$ cat src/rtl/demod_pkg.sv
// Shared types and default parameters for the demodulator sequencing controller.
package demod_pkg;

    localparam int          DEF_WIDTH     = 16;
    localparam logic [31:0] DEF_SYNC_WORD = 32'h7FFF_8000;
    localparam int          DEF_PKT_LEN   = 1024;
    localparam int          DEF_LATENCY   = 7;
    localparam int          DEF_TIMEOUT   = 64;

    // Advance counter must hold PKT_LEN + LATENCY (max 65535 + 255).
    localparam int ADV_CNT_W = 17;
    localparam int GAP_CNT_W = 16;

    typedef enum logic [2:0] {
        ST_IDLE  = 3'd0,
        ST_FILL  = 3'd1,
        ST_RUN   = 3'd2,
        ST_FLUSH = 3'd3,
        ST_ABORT = 3'd4
    } state_t;

endpackage

$ cat src/rtl/demod_seq_ctrl_if.sv
// Sample-stream and datapath-control bundle between the sequencer and its neighbours.
interface demod_seq_ctrl_if
    import demod_pkg::*;
#(
    parameter int WIDTH = DEF_WIDTH
);
    logic                    in_valid_i;
    logic signed [2*WIDTH-1:0] data_i;
    logic                    start_o;
    logic signed [2*WIDTH-1:0] sample_o;
    logic                    valid_o;
    logic                    clr_o;
    logic                    busy_o;
    logic                    err_o;
    logic [15:0]             pkt_cnt_o;

    modport master (
        output in_valid_i, data_i,
        input  start_o, sample_o, valid_o, clr_o, busy_o, err_o, pkt_cnt_o
    );

    modport slave (
        input  in_valid_i, data_i,
        output start_o, sample_o, valid_o, clr_o, busy_o, err_o, pkt_cnt_o
    );
endinterface

$ cat src/rtl/demod_seq_ctrl_gap_timer.sv
// Loadable, clearable down-counter that saturates at zero; tc flags the last count.
module gap_timer
    import demod_pkg::*;
#(
    parameter int W = GAP_CNT_W
) (
    input  logic         clk,
    input  logic         rst,
    input  logic         clr,
    input  logic         load,
    input  logic [W-1:0] load_val,
    input  logic         dec,
    output logic         tc
);
    logic [W-1:0] cnt_q;

    always_ff @(posedge clk or negedge rst) begin
        if (!rst) begin
            cnt_q <= '0;
        end else if (clr) begin
            cnt_q <= '0;
        end else if (load) begin
            cnt_q <= load_val;
        end else if (dec && (cnt_q != '0)) begin
            cnt_q <= cnt_q - W'(1);
        end
    end

    // One more idle cycle would exhaust the allowance.
    assign tc = (cnt_q == W'(1));
endmodule

$ cat src/rtl/demod_seq_ctrl.sv
// Packet sequencer: detects the sync word, feeds payload into a fixed-latency datapath,
// flushes the pipeline and aborts on input starvation.
//
//   state | meaning
//   IDLE  | waiting for sync word, datapath quiet
//   FILL  | accepting payload while the pipeline fills (k <= LATENCY)
//   RUN   | accepting payload with output samples emerging
//   FLUSH | pushing LATENCY zero samples to drain the pipeline
//   ABORT | one-cycle timeout exit: err_o and clr_o asserted
module demod_seq_ctrl
    import demod_pkg::*;
#(
    parameter int                 WIDTH     = DEF_WIDTH,
    parameter logic [2*WIDTH-1:0] SYNC_WORD = DEF_SYNC_WORD,
    parameter int                 PKT_LEN   = DEF_PKT_LEN,
    parameter int                 LATENCY   = DEF_LATENCY,
    parameter int                 TIMEOUT   = DEF_TIMEOUT
) (
    input  logic                 clk,
    input  logic                 rst,
    demod_seq_ctrl_if.slave      bus
);
    localparam logic [ADV_CNT_W-1:0] LAT_C = ADV_CNT_W'(LATENCY);
    localparam logic [ADV_CNT_W-1:0] LEN_C = ADV_CNT_W'(PKT_LEN);
    localparam logic [ADV_CNT_W-1:0] END_C = ADV_CNT_W'(PKT_LEN + LATENCY);
    localparam logic [GAP_CNT_W-1:0] TMO_C = GAP_CNT_W'(TIMEOUT);

    state_t                  state_q, state_d;
    logic [ADV_CNT_W-1:0]    k_q, k_d, k_adv;
    logic                    adv;
    logic signed [2*WIDTH-1:0] sample;
    logic                    gap_clr, gap_load, gap_dec, gap_tc;
    logic                    valid_d, clr_d, err_d, pkt_inc;
    logic                    valid_q, clr_q, err_q;
    logic [15:0]             pkt_cnt_q;

    assign k_adv = k_q + ADV_CNT_W'(1);

    gap_timer #(.W(GAP_CNT_W)) u_gap_timer (
        .clk      (clk),
        .rst      (rst),
        .clr      (gap_clr),
        .load     (gap_load),
        .load_val (TMO_C),
        .dec      (gap_dec),
        .tc       (gap_tc)
    );

    always_ff @(posedge clk or negedge rst) begin
        if (!rst) begin
            state_q   <= ST_IDLE;
            k_q       <= '0;
            valid_q   <= 1'b0;
            clr_q     <= 1'b0;
            err_q     <= 1'b0;
            pkt_cnt_q <= '0;
        end else begin
            state_q   <= state_d;
            k_q       <= k_d;
            valid_q   <= valid_d;
            clr_q     <= clr_d;
            err_q     <= err_d;
            if (pkt_inc) begin
                pkt_cnt_q <= pkt_cnt_q + 16'd1;
            end
        end
    end

    always_comb begin
        state_d  = state_q;
        k_d      = k_q;
        adv      = 1'b0;
        sample   = '0;
        gap_clr  = 1'b0;
        gap_load = 1'b0;
        gap_dec  = 1'b0;
        clr_d    = 1'b0;
        err_d    = 1'b0;
        pkt_inc  = 1'b0;

        unique case (state_q)
            ST_IDLE: begin
                if (bus.in_valid_i && (bus.data_i == SYNC_WORD)) begin
                    state_d  = ST_FILL;
                    k_d      = '0;
                    gap_load = 1'b1;
                end else begin
                    gap_clr  = 1'b1;
                end
            end
            ST_FILL, ST_RUN: begin
                sample = bus.data_i;
                adv    = bus.in_valid_i;
                if (bus.in_valid_i) begin
                    k_d      = k_adv;
                    gap_load = 1'b1;
                    // Short packets skip RUN entirely.
                    if (k_adv == LEN_C) begin
                        state_d = ST_FLUSH;
                    end else if ((state_q == ST_FILL) && (k_adv == LAT_C)) begin
                        state_d = ST_RUN;
                    end
                end else begin
                    gap_dec = 1'b1;
                    if (gap_tc) begin
                        state_d = ST_ABORT;
                        err_d   = 1'b1;
                        clr_d   = 1'b1;
                    end
                end
            end
            ST_FLUSH: begin
                adv = 1'b1;
                k_d = k_adv;
                if (k_adv == END_C) begin
                    state_d = ST_IDLE;
                    clr_d   = 1'b1;
                    pkt_inc = 1'b1;
                end
            end
            ST_ABORT: begin
                state_d = ST_IDLE;
            end
            default: begin
                state_d = ST_IDLE;
            end
        endcase
    end

    assign valid_d = adv && (k_adv > LAT_C) && (k_adv <= END_C);

    assign bus.start_o   = adv;
    assign bus.sample_o  = sample;
    assign bus.valid_o   = valid_q;
    assign bus.clr_o     = clr_q;
    assign bus.err_o     = err_q;
    assign bus.busy_o    = (state_q != ST_IDLE);
    assign bus.pkt_cnt_o = pkt_cnt_q;
endmodule

$ cat src/flat_wrapper.sv
// flat-port wrapper written by rule: the top's interface ports become plain ports
module demod_seq_ctrl_flat import demod_pkg::*;
#(
    parameter int                 WIDTH     = DEF_WIDTH,
    parameter logic [2*WIDTH-1:0] SYNC_WORD = DEF_SYNC_WORD,
    parameter int                 PKT_LEN   = DEF_PKT_LEN,
    parameter int                 LATENCY   = DEF_LATENCY,
    parameter int                 TIMEOUT   = DEF_TIMEOUT
)
  (clk, rst, bus_in_valid_i, bus_data_i, bus_start_o, bus_sample_o, bus_valid_o, bus_clr_o, bus_busy_o, bus_err_o, bus_pkt_cnt_o);
  demod_seq_ctrl_if #(.WIDTH(WIDTH)) bus_i ();
  input  logic clk;
  input  logic rst;
  input wire logic [$bits(bus_i.in_valid_i)-1:0] bus_in_valid_i;
  input wire logic [$bits(bus_i.data_i)-1:0] bus_data_i;
  output wire logic [$bits(bus_i.start_o)-1:0] bus_start_o;
  output wire logic [$bits(bus_i.sample_o)-1:0] bus_sample_o;
  output wire logic [$bits(bus_i.valid_o)-1:0] bus_valid_o;
  output wire logic [$bits(bus_i.clr_o)-1:0] bus_clr_o;
  output wire logic [$bits(bus_i.busy_o)-1:0] bus_busy_o;
  output wire logic [$bits(bus_i.err_o)-1:0] bus_err_o;
  output wire logic [$bits(bus_i.pkt_cnt_o)-1:0] bus_pkt_cnt_o;
  assign bus_i.in_valid_i = bus_in_valid_i;
  assign bus_i.data_i = bus_data_i;
  assign bus_start_o = bus_i.start_o;
  assign bus_sample_o = bus_i.sample_o;
  assign bus_valid_o = bus_i.valid_o;
  assign bus_clr_o = bus_i.clr_o;
  assign bus_busy_o = bus_i.busy_o;
  assign bus_err_o = bus_i.err_o;
  assign bus_pkt_cnt_o = bus_i.pkt_cnt_o;
  demod_seq_ctrl #(.WIDTH(WIDTH), .SYNC_WORD(SYNC_WORD), .PKT_LEN(PKT_LEN), .LATENCY(LATENCY), .TIMEOUT(TIMEOUT)) u_core (.clk(clk), .rst(rst), .bus(bus_i));
endmodule
$ cat config.mk
export PLATFORM = sky130hd
export DESIGN_NAME = demod_seq_ctrl_flat
export DESIGN_NICKNAME = d
export VERILOG_FILES = /design/src/rtl/demod_pkg.sv /design/src/rtl/demod_seq_ctrl_if.sv /design/src/rtl/demod_seq_ctrl_gap_timer.sv /design/src/rtl/demod_seq_ctrl.sv /design/src/flat_wrapper.sv
export SDC_FILE = /design/constraint.sdc
export NUM_CORES = 1
export LEC_CHECK = 0
export ABC_AREA = 1
export CORE_MARGIN = 4
export CORE_UTILIZATION = 46
export DETAILED_ROUTE_END_ITERATION = 16
export PLACE_DENSITY = 0.85
export SLEW_MARGIN = 5
export SYNTH_ARGS = -nofsm -noshare
export SYNTH_HDL_FRONTEND = slang
export SYNTH_SLANG_ARGS = --single-unit
export TNS_END_PERCENT = 20
$ cat constraint.sdc
create_clock -name clk -period 2 [get_ports clk]
set_input_delay 0.2 -clock clk [delete_from_list [all_inputs] [get_ports clk]]
set_output_delay 0.2 -clock clk [all_outputs]
set_load 0.05 [all_outputs]
==> key figures <==
Run status
  – Run status: complete, but fails checks
  – Violations in the final reports: negative setup slack

Floorplanning
  – CORE AREA: roughly 7900 um2
  – Full die area: a little under 10000 um2
  – Y dimension of the die: about 99 um
  – Number of cell rows: 32
  – Initial standard-cell utilization of the core: 48.4%
  – I/O pins: 88
  – Horizontal die dimension: slightly below 100 um

Setup path
  – Number of cell instances on the worst register-to-register path: 12
  – Family of cells with the greatest summed delay on the critical path: simple AND/OR/NAND/NOR gates
  – Critical-path cell list: ha_4 -> nand2_2 -> nor2_4 -> nand2_2 -> xor2_2 -> nand3_2 -> nor2_4 -> nand3_4 -> a21oi_4 -> nand2_2 -> nand2_1 -> nand2_1
  – Count of buffering cells on the critical path with inverters included: 0
  – Critical Setup Path Class: flop to flop
  – Worst R2R End: u_core.state_q[1]
  – Arrival time at the worst endpoint: 2.42 ns
  – Cell type of the slowest stage on the worst timing path: sky130_fd_sc_hd__dfrtp_1
  – Category of the worst setup path capture point: flop
  – Req. time, crit path: between 2 and 2.5 ns
  – Worst-case register-to-register setup slack: -0.20 ns
  – Highest net fanout along the worst path: 6
  – Worst reg2reg path startpoint: u_core.k_q[0]
  – Delay of the slowest critical-path stage: between 0.4 and 0.5 ns
  – Critical path startpoint category: flop
  – Most Frequent Cell on Critical Path: sky130_fd_sc_hd__nand2_2

Global route
  – Initial antenna violation count: 0
  – Vias in the first global route: about 4200
  – Wire length of the first global-routing pass: between 15000 and 20000 um
  – Largest net degree at the start of global routing: 34
  – GRT overflow: 0
  – All-Layer GR Usage: 22.9%

Clocking
  – H-tree levels: 2
  – Root Buffer: sky130_fd_sc_hd__clkbuf_8
  – Insertion delay to the later sink of the worst-skew pair: 0.32 ns
  – Clk sinks: 55
  – Clock tree from TritonCTS: built
  – Buffers from clock root to sink, at most: 2
  – Clock slew seen by the registers of the worst setup and hold paths: about 0.1 ns
  – Inserted Clock Buffers: 5

Drt
  – First-iteration detailed-routing DRC count: 321
  – Total number of vias: 4311
  – Post-detailed-route DRC marker count: 0
  – Average detailed-routed wire length per instance: between 15 and 20 um
  – Drt first pass iters: 6
  – Detail Route Antenna Nets: 0
  – Vias per Instance: 5.51
  – Total length of routed wires: ~12000 um

Run
  – Number of max-cap violations: 0

STA
  – Unrepaired setup endpoints after global routing: true
  – Max-Slew Margin vs Limit: around 62%
  – Final clock skew: around 0.019 ns
  – Final setup fails: 21
  – Final TNS setup: -2.02 ns
  – Final Hold Fails: 0
  – Fmax: 454 MHz
  – Post-route clock period utilization: 110%
  – Number of pins with negative max-slew slack in the final report: 0
  – Slew @ Worst Pin: 0.563 ns
  – Setup ws final: -0.203 ns
  – Final worst path period need: 2.20 ns

Synthesis
  – Fraction of the mapped netlist area in compound gates: a little under a tenth
  – Fraction of post-synthesis cell area in the top cell type by area: 36.0%
  – Unique masters post-synth: 38
  – Synth Area in Adders: approximately 1.6%
  – Share of synthesized area spent on multiplexers: 0%
  – Cell count after synthesis: 554
  – Post-synthesis cell type with the largest combined area: sky130_fd_sc_hd__dfrtp_1
  – Dominant combinational cell family by area after synthesis: simple AND/OR/NAND/NOR gates
  – Share of synthesized area occupied by flip-flops and latches: around 36%
  – Register bit total from synthesis: 55
  – Post-synthesis net count: slightly below 600
  – Synthesized area divided by synthesized cell count: approximately 6.9 um2
  – Share of the synthesized netlist area taken by xor and xnor gates: between 4 and 5%
  – Post-Syn Area: ~3800 um2
  – Synthesis warning total: 0
  – Area contributors post-synth: sky130_fd_sc_hd__dfrtp_1, sky130_fd_sc_hd__nand2_1, sky130_fd_sc_hd__inv_1
  – Simple-gate portion of the synthesized area: 37.4%

Layout
  – Leading cell type in the layout, fill and taps excluded: sky130_fd_sc_hd__inv_1
  – Post-synthesis to final-layout area growth: 51.1%
  – Number of nets in the final layout: a little over 700
  – Most frequent cells in the layout: sky130_fd_sc_hd__inv_1, sky130_fd_sc_hd__nand2_1, sky130_fd_sc_hd__nor2_1
  – Count of antenna diodes in the layout: 0
  – Fraction of layout cells with a size suffix above 1: ~24%
  – Filler instances: 517

Placed design
  – Detailed Place HPWL: 8440 um
  – Port Buffers: a little under 90
  – Worst setup slack after placement: -0.141 ns
  – Final estimated routing congestion in global placement: between 0.9 and 1

Worst hold path
  – Hold WC Path Type: input port to async pin

Pwr
  – Reported leakage power: ~0.0027 uW
  – Maximum vdd ir drop: about 1000 uV
  – Pwr dens: 1250 nW/um2
[worst max path at each step]
stage / endpoint / from / slack [ns] / depth (start not counted)
global placement: u_core.k_q[7] / bus_in_valid_i / -0.06 / 8
floorplan: u_core.bus.pkt_cnt_o[14] / u_core.bus.pkt_cnt_o[0] / 0.002 / 10
detailed placement: u_core.bus.pkt_cnt_o[15] / u_core.k_q[1] / -0.14 / 12
CTS: u_core.bus.pkt_cnt_o[15] / u_core.k_q[1] / -0.05 / 14
global route: u_core.state_q[1] / u_core.k_q[1] / -0.34 / 14
finish: u_core.state_q[1] / u_core.k_q[0] / -0.20 / 12
[metal layers]
layer | up-vias | GRT usage, % | routed length (um)
met1 | 1998 | 26.2 | 4280
met5 | - | 0 | 0
met3 | 43 | 6.24 | 1150
li1 | 2010 | - | -
met4 | 0 | 6.83 | 387
met2 | 260 | 41.5 | 6220
[timing repair]
action,in CTS,in global routing
buffers inserted,7,4
gates cloned,1,0
gates resized for setup,25,50
pin swaps,6,10
hold endpoints to repair,22,0
hold buffers,1,0
setup endpoints to repair,21,66
[final cells by class]
cell class                      count  area, um2  share of cell area (%)
Clock buffer                        6       72.6                    1.26
Clock inverter                      2       38.8                   0.672
Inverter                          105        403                    6.98
Multi-Input combinational cell    388       2250                    38.9
Sequential cell                    55       1390                    24.0
Tap cell                          102        128                    2.21
Timing Repair Buffer              124       1500                    25.9
[worst register-to-register path, cell delays in order, from the launching register on]
cell,delay [ns]
sky130_fd_sc_hd__dfrtp_1,0.42
sky130_fd_sc_hd__ha_4,0.20
sky130_fd_sc_hd__nand2_2,0.09
sky130_fd_sc_hd__nor2_4,0.12
sky130_fd_sc_hd__nand2_2,0.13
sky130_fd_sc_hd__xor2_2,0.20
sky130_fd_sc_hd__nand3_2,0.11
sky130_fd_sc_hd__nor2_4,0.21
sky130_fd_sc_hd__nand3_4,0.17
sky130_fd_sc_hd__a21oi_4,0.20
sky130_fd_sc_hd__nand2_2,0.11
sky130_fd_sc_hd__nand2_1,0.08
sky130_fd_sc_hd__nand2_1,0.06
[cell usage after synthesis (all sizes together)]
cell type  count
o211ai         1
ha             5
a31oi          2
nand3         36
o22ai          2
dfrtp         55
and3           1
inv          103
nand4         19
or3            1
o21a           1
clkinv         2
and2           1
nor4           8
clkbuf         6
o21bai         1
nand2        113
a21oi         15
buf            1
nor3          18
o21ai         34
xor2          12
nor2         101
or2            1
xnor2          8
nand3b         2
a22o           5
[stage by stage]
stage,instance area (um2),power (uW),std cells,utilization (%),hold WS (ns)
6_report,5770,7220,782,73.1,0.398
5_1_grt,5770,7640,782,73.1,0.454
4_1_cts,5590,7030,778,70.8,0.422
3_5_place_dp,5300,6170,761,67.2,0.222
3_3_place_gp,5300,6040,761,67.2,0.209
2_1_floorplan,3820,4130,554,-,-0.0956
[flip-flops by register name, indices dropped and copies added, names as in the netlist]
signal / flops
u_core.state_q: 3
u_core.u_gap_timer.cnt_q: 16
u_core.bus.valid_o: 1
u_core.bus.clr_o: 1
u_core.bus.err_o: 1
u_core.bus.pkt_cnt_o: 16
u_core.k_q: 17
[cells by family (layout without fill, tap and decap cells)]
family | after synthesis | in the layout
fa+ha+maj | 5 | 5
flops | 55 | 55
xor+xnor | 20 | 20
compound gates | 61 | 61
simple gates | 301 | 302
buf+inv | 112 | 237
[report_power, final]
| part | switching [uW] | leakage [uW] | total (uW) | internal (uW) |
|---|---|---|---|---|
| Sequential | 180 | 0.000744 | 1480 | 1300 |
| Combinational | 3060 | 0.00187 | 4990 | 1930 |
| Clock | 373 | 0.0000558 | 752 | 379 |
Power figures use the tool's default switching activity.
